--- src/rtl/serial_logic16_pkg.sv ---
// rtl/serial_logic16_pkg.sv - shared opcodes, state encoding and width defaults for serial_logic16
package serial_logic16_pkg;

    localparam int WIDTH_DEF = 16;
    localparam int CNT_W_DEF = 4;

    localparam logic [1:0] OP_NOT = 2'b00;
    localparam logic [1:0] OP_AND = 2'b01;
    localparam logic [1:0] OP_OR  = 2'b10;
    localparam logic [1:0] OP_XOR = 2'b11;

    typedef enum logic [1:0] {
        ST_IDLE = 2'b00,
        ST_RUN  = 2'b01,
        ST_DONE = 2'b10
    } state_t;

endpackage

--- src/rtl/serial_logic16_bit_op1.sv ---
// rtl/serial_logic16_bit_op1.sv - single-bit NOT/AND/OR/XOR with 4:1 select
module bit_op1
    import serial_logic16_pkg::*;
(
    input  logic [1:0] op,
    input  logic       x,
    input  logic       y,
    output logic       z
);

    logic z_not;
    logic z_and;
    logic z_or;
    logic z_xor;

    assign z_not = ~x;
    assign z_and = x & y;
    assign z_or  = x | y;
    // XOR composed from the NOT/AND/OR primitives only
    assign z_xor = (x & ~y) | (~x & y);

    always_comb begin
        z = z_not;
        case (op)
            OP_NOT:  z = z_not;
            OP_AND:  z = z_and;
            OP_OR:   z = z_or;
            OP_XOR:  z = z_xor;
            default: z = z_not;
        endcase
    end

endmodule

--- src/rtl/serial_logic16.sv ---
// rtl/serial_logic16.sv - bit-serial 16-bit bitwise logic unit, index 0 (MSB) first
module serial_logic16
    import serial_logic16_pkg::*;
#(
    parameter int WIDTH = WIDTH_DEF,
    parameter int CNT_W = CNT_W_DEF
) (
    input  logic               clock,
    input  logic               reset_n,
    input  logic               start,
    input  logic [1:0]         op,
    input  logic [0:WIDTH-1]   a,
    input  logic [0:WIDTH-1]   b,
    input  logic               cancel,
    output logic               busy,
    output logic               bit_out,
    output logic               bit_valid,
    output logic [CNT_W-1:0]   bit_idx,
    output logic [0:WIDTH-1]   out,
    output logic               out_valid,
    output logic               done
);

    localparam logic [CNT_W-1:0] IDX_LAST = CNT_W'(WIDTH - 1);

    state_t             state, state_d;
    logic [CNT_W-1:0]   idx, idx_d;
    logic [0:WIDTH-1]   a_l, a_l_d;
    logic [0:WIDTH-1]   b_l, b_l_d;
    logic [1:0]         op_l, op_l_d;
    logic               busy_d;
    logic               bit_out_d;
    logic               bit_valid_d;
    logic [CNT_W-1:0]   bit_idx_d;
    logic [0:WIDTH-1]   out_d;
    logic               out_valid_d;
    logic               done_d;
    logic               z;

    bit_op1 u_bit_op1 (
        .op (op_l),
        .x  (a_l[idx]),
        .y  (b_l[idx]),
        .z  (z)
    );

    always_ff @(posedge clock or negedge reset_n) begin
        if (!reset_n) begin
            state     <= ST_IDLE;
            idx       <= '0;
            a_l       <= '0;
            b_l       <= '0;
            op_l      <= '0;
            busy      <= 1'b0;
            bit_out   <= 1'b0;
            bit_valid <= 1'b0;
            bit_idx   <= '0;
            out       <= '0;
            out_valid <= 1'b0;
            done      <= 1'b0;
        end else begin
            state     <= state_d;
            idx       <= idx_d;
            a_l       <= a_l_d;
            b_l       <= b_l_d;
            op_l      <= op_l_d;
            busy      <= busy_d;
            bit_out   <= bit_out_d;
            bit_valid <= bit_valid_d;
            bit_idx   <= bit_idx_d;
            out       <= out_d;
            out_valid <= out_valid_d;
            done      <= done_d;
        end
    end

    always_comb begin
        state_d     = state;
        idx_d       = idx;
        a_l_d       = a_l;
        b_l_d       = b_l;
        op_l_d      = op_l;
        busy_d      = busy;
        bit_out_d   = bit_out;
        bit_valid_d = 1'b0;
        bit_idx_d   = bit_idx;
        out_d       = out;
        out_valid_d = out_valid;
        done_d      = 1'b0;

        case (state)
            ST_IDLE, ST_DONE: begin
                state_d = ST_IDLE;
                if (start) begin
                    a_l_d       = a;
                    b_l_d       = b;
                    op_l_d      = op;
                    idx_d       = '0;
                    state_d     = ST_RUN;
                    busy_d      = 1'b1;
                    out_valid_d = 1'b0;
                end
            end
            ST_RUN: begin
                if (cancel) begin
                    // abort without writing this step's bit; partial word stays in out
                    state_d     = ST_IDLE;
                    idx_d       = '0;
                    busy_d      = 1'b0;
                    out_valid_d = 1'b0;
                end else begin
                    out_d[idx]  = z;
                    bit_out_d   = z;
                    bit_idx_d   = idx;
                    bit_valid_d = 1'b1;
                    if (idx == IDX_LAST) begin
                        state_d     = ST_DONE;
                        idx_d       = '0;
                        busy_d      = 1'b0;
                        out_valid_d = 1'b1;
                        done_d      = 1'b1;
                    end else begin
                        idx_d = idx + CNT_W'(1);
                    end
                end
            end
            default: begin
                state_d = ST_IDLE;
                busy_d  = 1'b0;
            end
        endcase
    end

endmodule

--- config.mk ---
export PLATFORM = sky130hd
export DESIGN_NAME = serial_logic16
export DESIGN_NICKNAME = d
export VERILOG_FILES = /design/src/rtl/serial_logic16_pkg.sv /design/src/rtl/serial_logic16_bit_op1.sv /design/src/rtl/serial_logic16.sv
export SDC_FILE = /design/constraint.sdc
export NUM_CORES = 1
export LEC_CHECK = 0
export ABC_CLOCK_PERIOD_IN_PS = 3300
export CAP_MARGIN = 20
export CORE_ASPECT_RATIO = 1.5
export CORE_MARGIN = 2
export CORE_UTILIZATION = 50
export CTS_CLUSTER_DIAMETER = 120
export DETAILED_ROUTE_END_ITERATION = 16
export PLACE_DENSITY = 0.79
export SLEW_MARGIN = 20
export SYNTH_ARGS = -nofsm -noshare
export SYNTH_HDL_FRONTEND = slang
export SYNTH_HIERARCHICAL = 1
export SYNTH_SLANG_ARGS = --single-unit
--- constraint.sdc ---
create_clock -name clock -period 3.3 [get_ports clock]
set_input_delay 0.825 -clock clock [delete_from_list [all_inputs] [get_ports clock]]
set_output_delay 0.825 -clock clock [all_outputs]
set_load 0.05 [all_outputs]
Yosys cells after proc, flatten, opt, wreduce, memory -nomap -nowiden. Cells that the tools add are included.

Register bits: 65. Bits of input ports: 38. Word-level logic and storage cells: 73.

Add/sub/neg operators: 1. Order comparisons: 2. Eq/ne operators: 8. Multiplexer cells: 31. Bitwise gates (word level): 9. Reduce and logical (&&, ||, !) cells: 10.

Operator list (count): two-way mux 1 bit (17); bitwise mux 16 bit (1); two-way mux 4 bit (3); binary-select mux 1 bit (select 4 bit) (2); case mux 4 bit (2 select lines) (1); AND reduction 2 bit (4); equality test 2 bit, second input constant (3); >= comparator 5 bit, second input constant (1); < comparator 5 x 1 -> 1 bit, second input constant (1); inverter 4 -> 5 bit (1); adder 4 x 1 -> 4 bit, second input constant (1); demux 1 bit (select 4 bit) (1); equality test 2 x 1 -> 1 bit, second input constant (2); equality test 4 bit, second input constant (1); zero test 2 bit (2); two-way mux 2 bit (2); case mux 1 bit (2 select lines) (2); case mux 1 bit (4 select lines) (1); case mux 2 bit (2 select lines) (1); AND 1 bit (3); inequality test 3 bit, second input constant (1); inverter 1 bit (3); AND reduction 3 bit (1); inequality test 2 bit, second input constant (1); 4 further kinds (5).

Depth between registers and ports, before layout.
Word-level depth: 9. Depth in mapped cells: 11. Mapped depth without buffers: 9.

Cells and area by module. The synthesis kept the hierarchy.

By module, submodules not included: serial_logic16 (times used 1, cells each 210, area each 2865.2 um2, seq. area each 1626.6 um2); bit_op1 (times used 1, cells each 6, area each 58.8 um2, seq. area each 0.0 um2).

Worst setup path after synthesis. OpenSTA, ideal clock, no wires.

Kind: register to register. Start: reg idx[0]. End: reg out[4] (netlist bit). Arrival time: 2.758 ns. Data required time: 3.175 ns. Setup slack: 0.417 ns. Stages on the path, launching flop included: 10. Buffers on the path: 2. Clock period less this slack: 2.883 ns. Cell sequence: dfrtp_1 -> buf_2 -> mux4_2 -> a22oi_1 -> nand3_1 -> inv_1 -> ha_1 -> mux4_2 -> clkbuf_1 -> mux2_4.

Cells in the longest elaborated chain, start to end: 9. Elaborated cells between the ends (all ways): 21. Those cells by class: order compare: 2; mux: 10; bitwise: 8; reduce/logical: 1.

RTL lines: from (decl) (line serial_logic16.sv:27) `logic [CNT_W-1:0] idx, idx_d;`; from (signal assigned) (line serial_logic16.sv:63) `idx <= idx_d;`; inverter 4 -> 5 bit (not written as such) * (line serial_logic16.sv:42, serial_logic16.sv:43); binary-select mux 1 bit (select 4 bit) (on tied branches) (line serial_logic16.sv:43, serial_logic16.sv:42); two-way mux 1 bit (on tied branches) (2 in a row) (line serial_logic16.sv:43, serial_logic16.sv:42); inverter 1 bit (on tied branches) (line serial_logic16_bit_op1.sv:20, serial_logic16_bit_op1.sv:16); AND 1 bit (line serial_logic16_bit_op1.sv:20) `assign z_xor = (x & ~y) | (~x & y);`; bitwise OR 1 bit (line serial_logic16_bit_op1.sv:20); case mux 1 bit (4 select lines) * (line serial_logic16_bit_op1.sv:24) `case (op)`; net z (line serial_logic16.sv:38) `logic z;`; bitwise mux 16 bit * (line serial_logic16.sv:112) `out_d[idx] = z;`; to (signal assigned) (line serial_logic16.sv:71) `out <= out_d;`; to (decl) (line serial_logic16.sv:19) `output logic [0:WIDTH-1] out,`.

The timed path passes the listed nets; every way through them passes the cells marked *. The select of a mux whose other input is x is not followed. A chain may end at the register's enable or synchronous reset.

Final worst setup path.
Start: reg idx[0]. End: reg out[0] (netlist bit).

The elaborated chain is that of the path after synthesis.

==> summary.md <==
| Metric | Value |
|---|---|
| Result of the run | `finished clean` |
| Post-Syn Instances | `216` |
| Worst path top cell family by delay | `multiplexers` |
| Share of final-layout standard cells stronger than drive strength 1 | `29.7%` |
| Critical path endpoint category | `flip-flop` |
| Slew at the pin closest to its max-slew limit | `0.584 ns` |
| Vias in the first global route | `1918` |
| Total clock buffers created by CTS | `9` |
| Number of design-rule violations left by the first detailed-router iteration | `99` |
| Remaining global-route overflow | `0` |
| Commonest non-fill, non-tap cells in the layout | `dfrtp_1 (65), clkdlybuf4s50_1 (61), mux2_2 (45)` |
| Max-cap violations | `0` |
| Antenna cells | `0` |
| Clock sink count | `65` |
| Standard-cell rows | `34` |
| PnR worst setup slack | `0.449 ns` |
| Cells along the critical path | `buf_4, mux4_2, a22oi_1, nand3_1, inv_1, ha_1, mux4_2, mux2_1` |
| Final hold vios | `0` |
| Initial core utilization | `50.9%` |
| Average footprint of a synthesized cell | `13.5 sq um` |
| Die Area | `6490 sq um` |
| Total of warnings raised by yosys | `6` |
| WP buf/inv | `2` |
| Routability cong. | `0.787` |
| Count of instances resized after the clock tree is built | `0` |
| Power Dens Cells | `653 nW/um^2` |
| Portion of the post-synthesis area used by sequential elements | `55.6%` |
| Layout Nets | `325` |
| Post-place instance area | `3590 sq um` |
| Worst R2R Setup Slack | `0.45 ns` |
| Residual antenna-violating net count after detailed routing | `0` |
| X dimension of the die | `66.4 um` |
| Residual DRC count | `0` |
| Average detailed-routed wire length per instance | `15.3 um` |
| Type of element launching the critical path | `flip-flop` |
| Maximum buffer depth of the clock tree | `2` |
| I/O Pins | `63` |
| First-pass DRT Iterations | `4` |
| Register bit total from synthesis | `65` |
| Setup WS pre-CTS | `0.460 ns` |
| Vias per cell | `5.18` |
| Aggregate routed wire length | `5470 um` |
| Nets in the synthesized netlist | `260` |
| Maximum fanout encountered on the critical timing path | `17` |
| Cts hold-fix bufs | `0` |
| HP Class | `input port to asynchronous set/reset pin` |
| First-pass GRT wire length | `9330 um` |
| Die Span Y | `97.7 um` |
| Final min period | `2.85 ns` |
| Synthesis-to-layout area growth | `30.6%` |
| Share of the cycle needed by the critical path after routing | `86.4%` |
| Synthesized cell area | `2920 sq um` |
| Count of distinct cell types in the synthesized netlist | `32` |
| Clk slew on worst S/H paths | `0.07 ns` |
| Commonest register cell after synthesis | `dfrtp_1` |
| CP Class | `flip-flop to flip-flop` |
| Via Count | `1855` |
| Arrival time at the worst endpoint | `3.06 ns` |
| Data required time of the worst path | `3.51 ns` |
| Static leakage power | `0.00168 uW` |
| Core Area | `5740 sq um` |
| Leading cell type in the layout, fill and taps excluded | `dfrtp_1` |
| CTS root buffer | `clkbuf_8` |
| Clock latency reported for the late side of the worst-skew pair | `0.33 ns` |
| Clock Skew | `0.00931 ns` |
| Share of async-settable or async-resettable flops after synthesis | `100%` |
| Max H-tree Level | `3` |
| Post-CTS repair timing setup buffer count | `0` |
| Fin Setup TNS | `0 ns` |
| Slowest stage cell on the critical path | `mux4_2` |
| Area of all placed cells without fillers | `3820 sq um` |
| Filler cell count in the final layout | `427` |
| Number of enable-type register cells in the synthesized netlist | `0` |
| Most numerous cell on the critical path | `mux4_2` |
| Setup violations, final | `0` |
| Largest net degree at the start of global routing | `48` |
| I/O Buffers | `62` |
| TritonCTS clock tree | `yes` |
| Peak ir drop on the vdd network | `0.410 mV` |
| Final-report max-slew violation count | `0` |
| Total global-route track usage | `19.6%` |
| Final HPWL from detailed placement | `3960 um` |
| Fmax achieved | `0.351 GHz` |
| Antenna violations before repair | `0` |
| Setup repair after global routing missed its margin | `false` |
| Max incr delay on CP | `0.64 ns` |
| Worst-case headroom to the max-slew limit | `61.1%` |
[state kept, by name (all words and copies together), names as in the netlist, 2 cells and up]
register / count
out: 16
bit_idx: 4
op_l: 2
a_l: 16
state: 2
b_l: 16
idx: 4
[report_power, final]
| group | total [uW] | internal (uW) | switching, uW |
|---|---|---|---|
| clock network | 753 | 464 | 290 |
| registers | 1030 | 940 | 94.2 |
| logic | 705 | 339 | 366 |
| total | 2490 | 1740 | 750 |
[final timing paths]
path,start,endpoint,depth (start not counted)
max in group asynchronous,reset_n,a_l[15],2
min in group clock,bit_idx[3],bit_idx[3],2
max,idx[0],out[0],8
min,reset_n,bit_valid,1
min reg2reg,bit_idx[3],bit_idx[3],2
max reg2reg,idx[0],out[0],8
[layer usage]
metal / vias to the layer above / GRT usage [%] / share of wire (%)
met5: - / 0 / 0
met3: 6 / 4.52 / 2.9
li1: 881 / - / -
met1: 923 / 22.9 / 39
met4: 0 / 8.48 / 1.8
met2: 45 / 33.5 / 56
[per-stage QoR]
step	utilization [%]	total power (uW)	instances	hold WS [ns]
2_1_floorplan	-	1530	216	0.446
3_3_place_gp	62.5	1740	342	0.465
3_5_place_dp	62.5	1760	342	0.474
4_1_cts	66.5	2520	358	0.422
5_1_grt	66.5	2630	358	0.443
6_report	66.5	2490	358	0.420
[Yosys cell counts, types with 2 or more instances]
cell	instances	area share [%]
dfrtp_1	65	56
mux2_2	45	17
nand2_1	32	4.1
mux4_2	9	6.9
nand3_1	7	1.2
ha_1	6	2.6
inv_1	6	0.77
o21ai_0	6	1.0
buf_2	4	0.68
mux2_4	4	2.1
a21oi_1	3	0.51
clkbuf_1	3	0.39
nor2_1	3	0.39
a22oi_1	2	0.51
buf_1	2	0.26
buf_6	2	0.77
nor2b_1	2	0.43
[cell type report]
class	count	area [sq um]	share of cell area, %
Clock buffer	11	151	3.96
Multi-Input combinational cell	132	1200	31.5
Timing Repair Buffer	66	646	16.9
Clock inverter	5	77.6	2.03
Tap cell	72	90.1	2.36
Sequential cell	65	1630	42.6
Inverter	7	26.3	0.688
[cells by family after synthesis]
kind of cell | after synthesis | share of synthesized area, %
AO/OA/AOI/OAI | 14 | 2.91
adder cells (fa/ha/maj) | 6 | 2.57
buffers and inverters | 19 | 3.25
flip-flops | 65 | 55.6
multiplexers | 59 | 26.7
AND/OR/NAND/NOR | 53 | 8.94
(Power assumes the default switching activity.)
